**src/rtl/mem_rr_arbiter.sv**
```systemverilog
// -----------------------------------------------------------------------------
// mem_rr_arbiter
//
// Round-robin arbiter between NCH requesters (instruction fetch, load/store
// buffer, ...) and a single byte-wide RAM port. A granted request moves
// 1..WORD_BYTES bytes serially, either writing bytes of the latched write word
// or reading bytes that are assembled little-endian into rdata_out.
//
// Transfer sequence (E0 = grant edge):
//   IDLE  -> XFER  : grant, latch request fields, issue byte 0
//   XFER           : issue bytes 1..len, then one idle bus cycle
//   XFER  -> DRAIN : read only, wait for the last RAM byte (1-cycle RAM latency)
//   -> DONE        : done_out pulse (and rdata_out update for reads)
//   DONE  -> IDLE  : requester drops req_in on this edge, no arbitration here
//
// Ports
//   clk_in      clock
//   rst_in      synchronous active-high reset, aborts any transfer
//   rdy_in      0 freezes every register (outputs, pulses, counters, pointer)
//   req_in      per-channel request level, held until done_out[ch]
//   we_in       per-channel direction, 1 = write
//   addr_in     per-channel start byte address, channel c at [c*ADDR_W +: ADDR_W]
//   len_in      per-channel byte count minus one, channel c at [c*LEN_W +: LEN_W]
//   wdata_in    per-channel write word, byte k at [8k+7:8k] of the channel slice
//   gnt_out     one-hot pulse: request accepted
//   done_out    one-hot pulse: transfer complete
//   rdata_out   assembled read word, valid while done_out of a read is high
//   mem_din     RAM read data, one cycle after the address
//   mem_a_out   RAM byte address
//   mem_dout    RAM write data
//   mem_wr_out  RAM write enable
// -----------------------------------------------------------------------------
module mem_rr_arbiter #(
    parameter int NCH        = 3,
    parameter int ADDR_W     = 32,
    parameter int WORD_BYTES = 4,
    localparam int DATA_W    = 8 * WORD_BYTES,
    localparam int LEN_W     = $clog2(WORD_BYTES)
) (
    input  logic                  clk_in,
    input  logic                  rst_in,
    input  logic                  rdy_in,
    input  logic [NCH-1:0]        req_in,
    input  logic [NCH-1:0]        we_in,
    input  logic [NCH*ADDR_W-1:0] addr_in,
    input  logic [NCH*LEN_W-1:0]  len_in,
    input  logic [NCH*DATA_W-1:0] wdata_in,
    output logic [NCH-1:0]        gnt_out,
    output logic [NCH-1:0]        done_out,
    output logic [DATA_W-1:0]     rdata_out,
    input  logic [7:0]            mem_din,
    output logic [ADDR_W-1:0]     mem_a_out,
    output logic [7:0]            mem_dout,
    output logic                  mem_wr_out
);

    // The byte index runs up to len+2 during a read, so it needs one bit
    // more than the length field.
    localparam int CNT_W = LEN_W + 1;
    localparam int PTR_W = (NCH > 1) ? $clog2(NCH) : 1;

    typedef enum logic [1:0] {
        S_IDLE,
        S_XFER,
        S_DRAIN,
        S_DONE
    } state_t;

    // ------------------------------------------------------------------
    // Registered state
    // ------------------------------------------------------------------
    state_t              state;
    logic [PTR_W-1:0]    rr_ptr;
    logic [PTR_W-1:0]    cur_ch;
    logic                cur_we;
    logic [ADDR_W-1:0]   cur_addr;
    logic [LEN_W-1:0]    cur_len;
    logic [DATA_W-1:0]   cur_wdata;
    logic [CNT_W-1:0]    idx;      // next byte to issue
    logic [DATA_W-1:0]   rbuf;     // read bytes captured so far

    // ------------------------------------------------------------------
    // Next-state values
    // ------------------------------------------------------------------
    state_t              state_n;
    logic [PTR_W-1:0]    rr_ptr_n;
    logic [PTR_W-1:0]    cur_ch_n;
    logic                cur_we_n;
    logic [ADDR_W-1:0]   cur_addr_n;
    logic [LEN_W-1:0]    cur_len_n;
    logic [DATA_W-1:0]   cur_wdata_n;
    logic [CNT_W-1:0]    idx_n;
    logic [DATA_W-1:0]   rbuf_n;
    logic [NCH-1:0]      gnt_n;
    logic [NCH-1:0]      done_n;
    logic [DATA_W-1:0]   rdata_n;
    logic [ADDR_W-1:0]   mem_a_n;
    logic [7:0]          mem_dout_n;
    logic                mem_wr_n;

    // Arbitration result
    logic                found;
    logic [PTR_W-1:0]    pick;

    // Read capture helpers
    logic [CNT_W-1:0]    cap_sel;
    logic [DATA_W-1:0]   cap_word;

    // ------------------------------------------------------------------
    // Round-robin scan: first requester at rr_ptr, rr_ptr+1, ... mod NCH
    // ------------------------------------------------------------------
    always_comb begin
        // NOTE: every variable written here gets a default first, so no path
        // leaves it unassigned and no latch is inferred.
        found = 1'b0;
        pick  = '0;
        for (int i = 0; i < NCH; i++) begin
            int c;
            c = int'(rr_ptr) + i;
            if (c >= NCH) begin
                c = c - NCH;
            end
            if (!found && req_in[c]) begin
                found = 1'b1;
                pick  = PTR_W'(c);
            end
        end
    end

    // ------------------------------------------------------------------
    // Read capture: byte (idx-2) arrives on mem_din at the edge where idx
    // would be used; bytes above len stay 0 because rbuf is cleared at grant.
    // ------------------------------------------------------------------
    always_comb begin
        cap_sel  = idx - CNT_W'(2);
        cap_word = rbuf | (DATA_W'(mem_din) << {cap_sel, 3'b000});
    end

    // ------------------------------------------------------------------
    // Next-state and output logic
    // ------------------------------------------------------------------
    always_comb begin
        state_n     = state;
        rr_ptr_n    = rr_ptr;
        cur_ch_n    = cur_ch;
        cur_we_n    = cur_we;
        cur_addr_n  = cur_addr;
        cur_len_n   = cur_len;
        cur_wdata_n = cur_wdata;
        idx_n       = idx;
        rbuf_n      = rbuf;
        rdata_n     = rdata_out;
        gnt_n       = '0;
        done_n      = '0;
        mem_a_n     = '0;
        mem_dout_n  = '0;
        mem_wr_n    = 1'b0;

        unique case (state)
            S_IDLE: begin
                if (found) begin
                    cur_ch_n    = pick;
                    cur_we_n    = we_in[pick];
                    cur_addr_n  = addr_in[pick*ADDR_W +: ADDR_W];
                    cur_len_n   = len_in[pick*LEN_W +: LEN_W];
                    cur_wdata_n = wdata_in[pick*DATA_W +: DATA_W];
                    gnt_n[pick] = 1'b1;
                    rr_ptr_n    = (pick == PTR_W'(NCH - 1)) ? '0 : pick + PTR_W'(1);
                    rbuf_n      = '0;
                    idx_n       = CNT_W'(1);
                    // Byte 0 goes out on the grant edge straight from the inputs.
                    mem_a_n     = addr_in[pick*ADDR_W +: ADDR_W];
                    mem_wr_n    = we_in[pick];
                    mem_dout_n  = we_in[pick] ? wdata_in[pick*DATA_W +: 8] : 8'h00;
                    state_n     = S_XFER;
                end
            end

            S_XFER: begin
                idx_n = idx + CNT_W'(1);
                if (!cur_we && idx >= CNT_W'(2)) begin
                    rbuf_n = cap_word;
                end
                if (idx <= {1'b0, cur_len}) begin
                    mem_a_n    = cur_addr + ADDR_W'(idx);
                    mem_wr_n   = cur_we;
                    mem_dout_n = cur_we ? 8'(cur_wdata >> {idx, 3'b000}) : 8'h00;
                end else if (cur_we) begin
                    done_n[cur_ch] = 1'b1;
                    state_n        = S_DONE;
                end else begin
                    state_n = S_DRAIN;
                end
            end

            S_DRAIN: begin
                // Last read byte lands now; publish the word with done.
                rbuf_n         = cap_word;
                rdata_n        = cap_word;
                done_n[cur_ch] = 1'b1;
                state_n        = S_DONE;
            end

            S_DONE: begin
                state_n = S_IDLE;
            end

            default: begin
                state_n = S_IDLE;
            end
        endcase
    end

    // ------------------------------------------------------------------
    // State register: reset wins over the freeze, the freeze holds everything.
    // ------------------------------------------------------------------
    always_ff @(posedge clk_in) begin
        if (rst_in) begin
            // NOTE: the latched request fields and capture buffer are reset as
            // well; they are ordinary registers, not a RAM, so this is cheap and
            // keeps them free of X after reset.
            state      <= S_IDLE;
            rr_ptr     <= '0;
            cur_ch     <= '0;
            cur_we     <= 1'b0;
            cur_addr   <= '0;
            cur_len    <= '0;
            cur_wdata  <= '0;
            idx        <= '0;
            rbuf       <= '0;
            gnt_out    <= '0;
            done_out   <= '0;
            rdata_out  <= '0;
            mem_a_out  <= '0;
            mem_dout   <= '0;
            mem_wr_out <= 1'b0;
        end else if (rdy_in) begin
            // NOTE: non-blocking assignments so every register samples the
            // pre-edge values computed above, independent of statement order.
            state      <= state_n;
            rr_ptr     <= rr_ptr_n;
            cur_ch     <= cur_ch_n;
            cur_we     <= cur_we_n;
            cur_addr   <= cur_addr_n;
            cur_len    <= cur_len_n;
            cur_wdata  <= cur_wdata_n;
            idx        <= idx_n;
            rbuf       <= rbuf_n;
            gnt_out    <= gnt_n;
            done_out   <= done_n;
            rdata_out  <= rdata_n;
            mem_a_out  <= mem_a_n;
            mem_dout   <= mem_dout_n;
            mem_wr_out <= mem_wr_n;
        end
    end

endmodule

```
**config.mk**
```make
export PLATFORM = sky130hd
export DESIGN_NAME = mem_rr_arbiter
export DESIGN_NICKNAME = d
export VERILOG_FILES = /design/src/rtl/mem_rr_arbiter.sv
export SDC_FILE = /design/constraint.sdc
export NUM_CORES = 1
export LEC_CHECK = 0
export ABC_AREA = 0
export CORE_UTILIZATION = 53
export CTS_BUF_LIST = sky130_fd_sc_hd__clkbuf_4 sky130_fd_sc_hd__clkbuf_8
export DETAILED_ROUTE_END_ITERATION = 7
export HOLD_SLACK_MARGIN = 0.05
export PLACE_DENSITY = 0.88
export SLEW_MARGIN = 20
export SYNTH_ARGS = -nofsm -noshare
export SYNTH_HDL_FRONTEND = slang
export SYNTH_SLANG_ARGS = --single-unit
```
**constraint.sdc**
```tcl
create_clock -name clk_in -period 8.8 [get_ports clk_in]
set_clock_uncertainty 0.15 [all_clocks]
set_input_delay 1.76 -clock clk_in [delete_from_list [all_inputs] [get_ports clk_in]]
set_output_delay 1.76 -clock clk_in [all_outputs]
set_load 0.005 [all_outputs]
```
==> impl_metrics.ini <==
[synth]
synth_flop_cell = dfxtp_1
yosysWarnings = 0
syn_avg_cell_area_um2 = 8.14
synth-edff-count = 0
ys_types = 65
ys_ff_latch = 187
synth_cells = 1228
syn-num-nets = 1460
ys_async_sr_fraction = 0
syn_area_um2 = 10000
yosysSeqAreaShare = 0.374

[cts]
cts_resized = 0
cts_tree = done
cts_hold_buffers = 0
cts_buffer_depth = 2
insertion_delay_ps = 490
clock_sinks = 187
cts.reportedPaths.clkPinSlew_ps = 110
postCtsSetupBuffers = 0
cts_max_level = 4
cts_root_buf = clkbuf_8
numCtsBuffers = 17

[routing]
drc_errors = 0
viasPerCell = 6.36
via_count = 10700
wl_mm = 34.4
firstDrtPassIters = 5
ant_nets = 0
wl_per_cell_um = 20.4
drt_iter0_drc = 1036

[timing]
hold_viol_final = 0
slew_viol_final = 0
clock.fmax_mhz = 189
worst_slew_pin_slew_ps = 1080
slew_headroom = 0.278
tns_ps = 0
fin_ws_ps = 3510
rsz0062_at_grt = false
final.period_utilization = 0.602
setup_viol = 0
min_period_ps = 5290

[finish]
drive_gt1_frac = 0.0973
syn2layout_area_growth_pct = 33.5
n_antenna_cell = 0
mostFrequentLayoutCells = clkdlybuf4s50_1, dfxtp_1, nand2_1
layout_commonest_cell = clkdlybuf4s50_1
stdcell_area_um2 = 13400
nets = 1679

[place]
port_buffers = 293
dp_hpwl_mm = 23.6
dpl_worst_slack_ps = 2650
placed_area_um2 = 12900
gp_congestion = 0.875

[worst_hold_path]
hold_path.class = reg2reg

[floorplanning]
die_area_um2 = 19400
die_width_um = 139
start_util = 0.549
die_height_um = 139
pin_count = 294
num_rows = 49
core_um2 = 18200

[worst_setup_path]
arrival_ps = 5490
worst_setup_path_start_kind = primary input
crit_type = in2reg
cpPeakStageDelay_ps = 670
cp_common_cell = buf_4
r2r_slack_ps = 4340
slowest_stage = or2_2
worstPathMaxFanout = 40
path_cells = clkdlybuf4s50_1, nand3b_1, o21a_1, a311oi_1, or2_2, buf_4, nor2_2, buf_4, a221oi_1, nor3_1
end_kind = register
crit_required_ps = 8990

[job]
cap_violations = 0

[grt]
grtUsageMet2 = 0.597
busiest_layer = met2
grt_first_pass_wirelength_mm = 53.9
use_met1 = 0.431
grt_use_total = 0.350
grt_pass1_vias = 10200
use_met3 = 0.0678
grt_overflow = 0
grt_antenna_before_repair = 0
grt_max_degree = 85

[status]
status = finished clean

[power]
ir_drop_mv = 0.316
p_leak_nw = 4.79
power_density_nw_per_um2 = 319
state kept, by name, summed over array words and instances (netlist names):
name        cells
cur_addr       32
cur_wdata      32
mem_a_out      32
rbuf           32
rdata_out      32
mem_dout        8
done_out        3
gnt_out         3
idx             3
cur_ch          2
cur_len         2
rr_ptr          2
state           2
cur_we          1
mem_wr_out      1
cells by family (layout without fill, tap and decap cells):
kind of cell / Yosys count / count (layout) / synth area share
AND/OR/NAND/NOR: 368 / 368 / 0.163
AO/OA/AOI/OAI: 428 / 428 / 0.276
buffers and inverters: 127 / 358 / 0.0498
multiplexers: 71 / 71 / 0.0878
flip-flops: 187 / 187 / 0.374
adder cells (fa/ha/maj): 17 / 17 / 0.0220
XOR/XNOR: 30 / 30 / 0.0263
synth_stat cells (all sizes together) (6+ instances only):
| cell | count | area share |
|---|---|---|
| nor2 | 98 | 0.037 |
| inv | 23 | 0.0086 |
| a221oi | 52 | 0.046 |
| nor2b | 8 | 0.0050 |
| nand4 | 9 | 0.0063 |
| clkbuf | 65 | 0.024 |
| buf | 39 | 0.017 |
| xor2 | 13 | 0.011 |
| a31oi | 27 | 0.017 |
| nand3 | 26 | 0.013 |
| a211oi | 16 | 0.012 |
| mux4 | 8 | 0.018 |
| nor3 | 43 | 0.022 |
| o21ai | 95 | 0.048 |
| nand2 | 154 | 0.058 |
| xnor2 | 17 | 0.015 |
| a31o | 22 | 0.019 |
| and3 | 6 | 0.0038 |
| a21oi | 136 | 0.068 |
| o2bb2ai | 8 | 0.0070 |
| mux2 | 54 | 0.061 |
| o221ai | 6 | 0.0053 |
| a22oi | 18 | 0.014 |
| dfxtp | 187 | 0.37 |
| mux2i | 9 | 0.0090 |
| ha | 16 | 0.020 |
| a21o | 15 | 0.011 |
worst paths after layout:
kind,from,endpoint,cells after the start
worst max-delay path,req_in[1],cur_addr[10]$_SDFFE_PP0P_,10
worst min-delay path,cur_wdata[6]$_SDFFE_PP0P_,cur_wdata[6]$_SDFFE_PP0P_,2
worst max register to register,rr_ptr[0]$_SDFFE_PP0P_,cur_addr[10]$_SDFFE_PP0P_,11
worst min register to register,cur_wdata[6]$_SDFFE_PP0P_,cur_wdata[6]$_SDFFE_PP0P_,2
where the power goes:
group / leakage [nW] / total (mW) / internal, mW / switching, mW
registers: 1.52 / 1.34 / 1.10 / 0.234
logic: 3.06 / 2.32 / 0.968 / 1.36
clock network: 0.199 / 0.590 / 0.217 / 0.373
final cells by class:
class | count | area [um2]
Multi-Input combinational cell | 914 | 5820
Clock inverter | 14 | 169
Tap cell | 229 | 287
Clock buffer | 17 | 234
Timing Repair Buffer | 304 | 3010
Fill cell | 1406 | 4860
Inverter | 23 | 86.3
Sequential cell | 187 | 3740
critical path: cells and delay by family:
kind	cells	cell delay, ps
buf+inv	3	1430
simple gates	4	1030
compound gates	3	1240
metal layers:
layer / routed length [um] / up-vias
li1: - / 4955
met1: 13200 / 5035
met2: 16800 / 663
met3: 3340 / 90
met4: 1050 / 0
met5: 0 / -
through the flow:
step                      hold slack (ps)   util  power [mW]  std cells
final                                 321  0.733        4.25       1688
after detailed placement              305  0.711        3.61       1657
after global placement                294  0.711        3.55       1657
after global routing                  333  0.733        4.49       1688
after floorplan                       283      -        2.82       1228
after CTS                             319  0.733        4.20       1688
(Power assumes the default switching activity.)
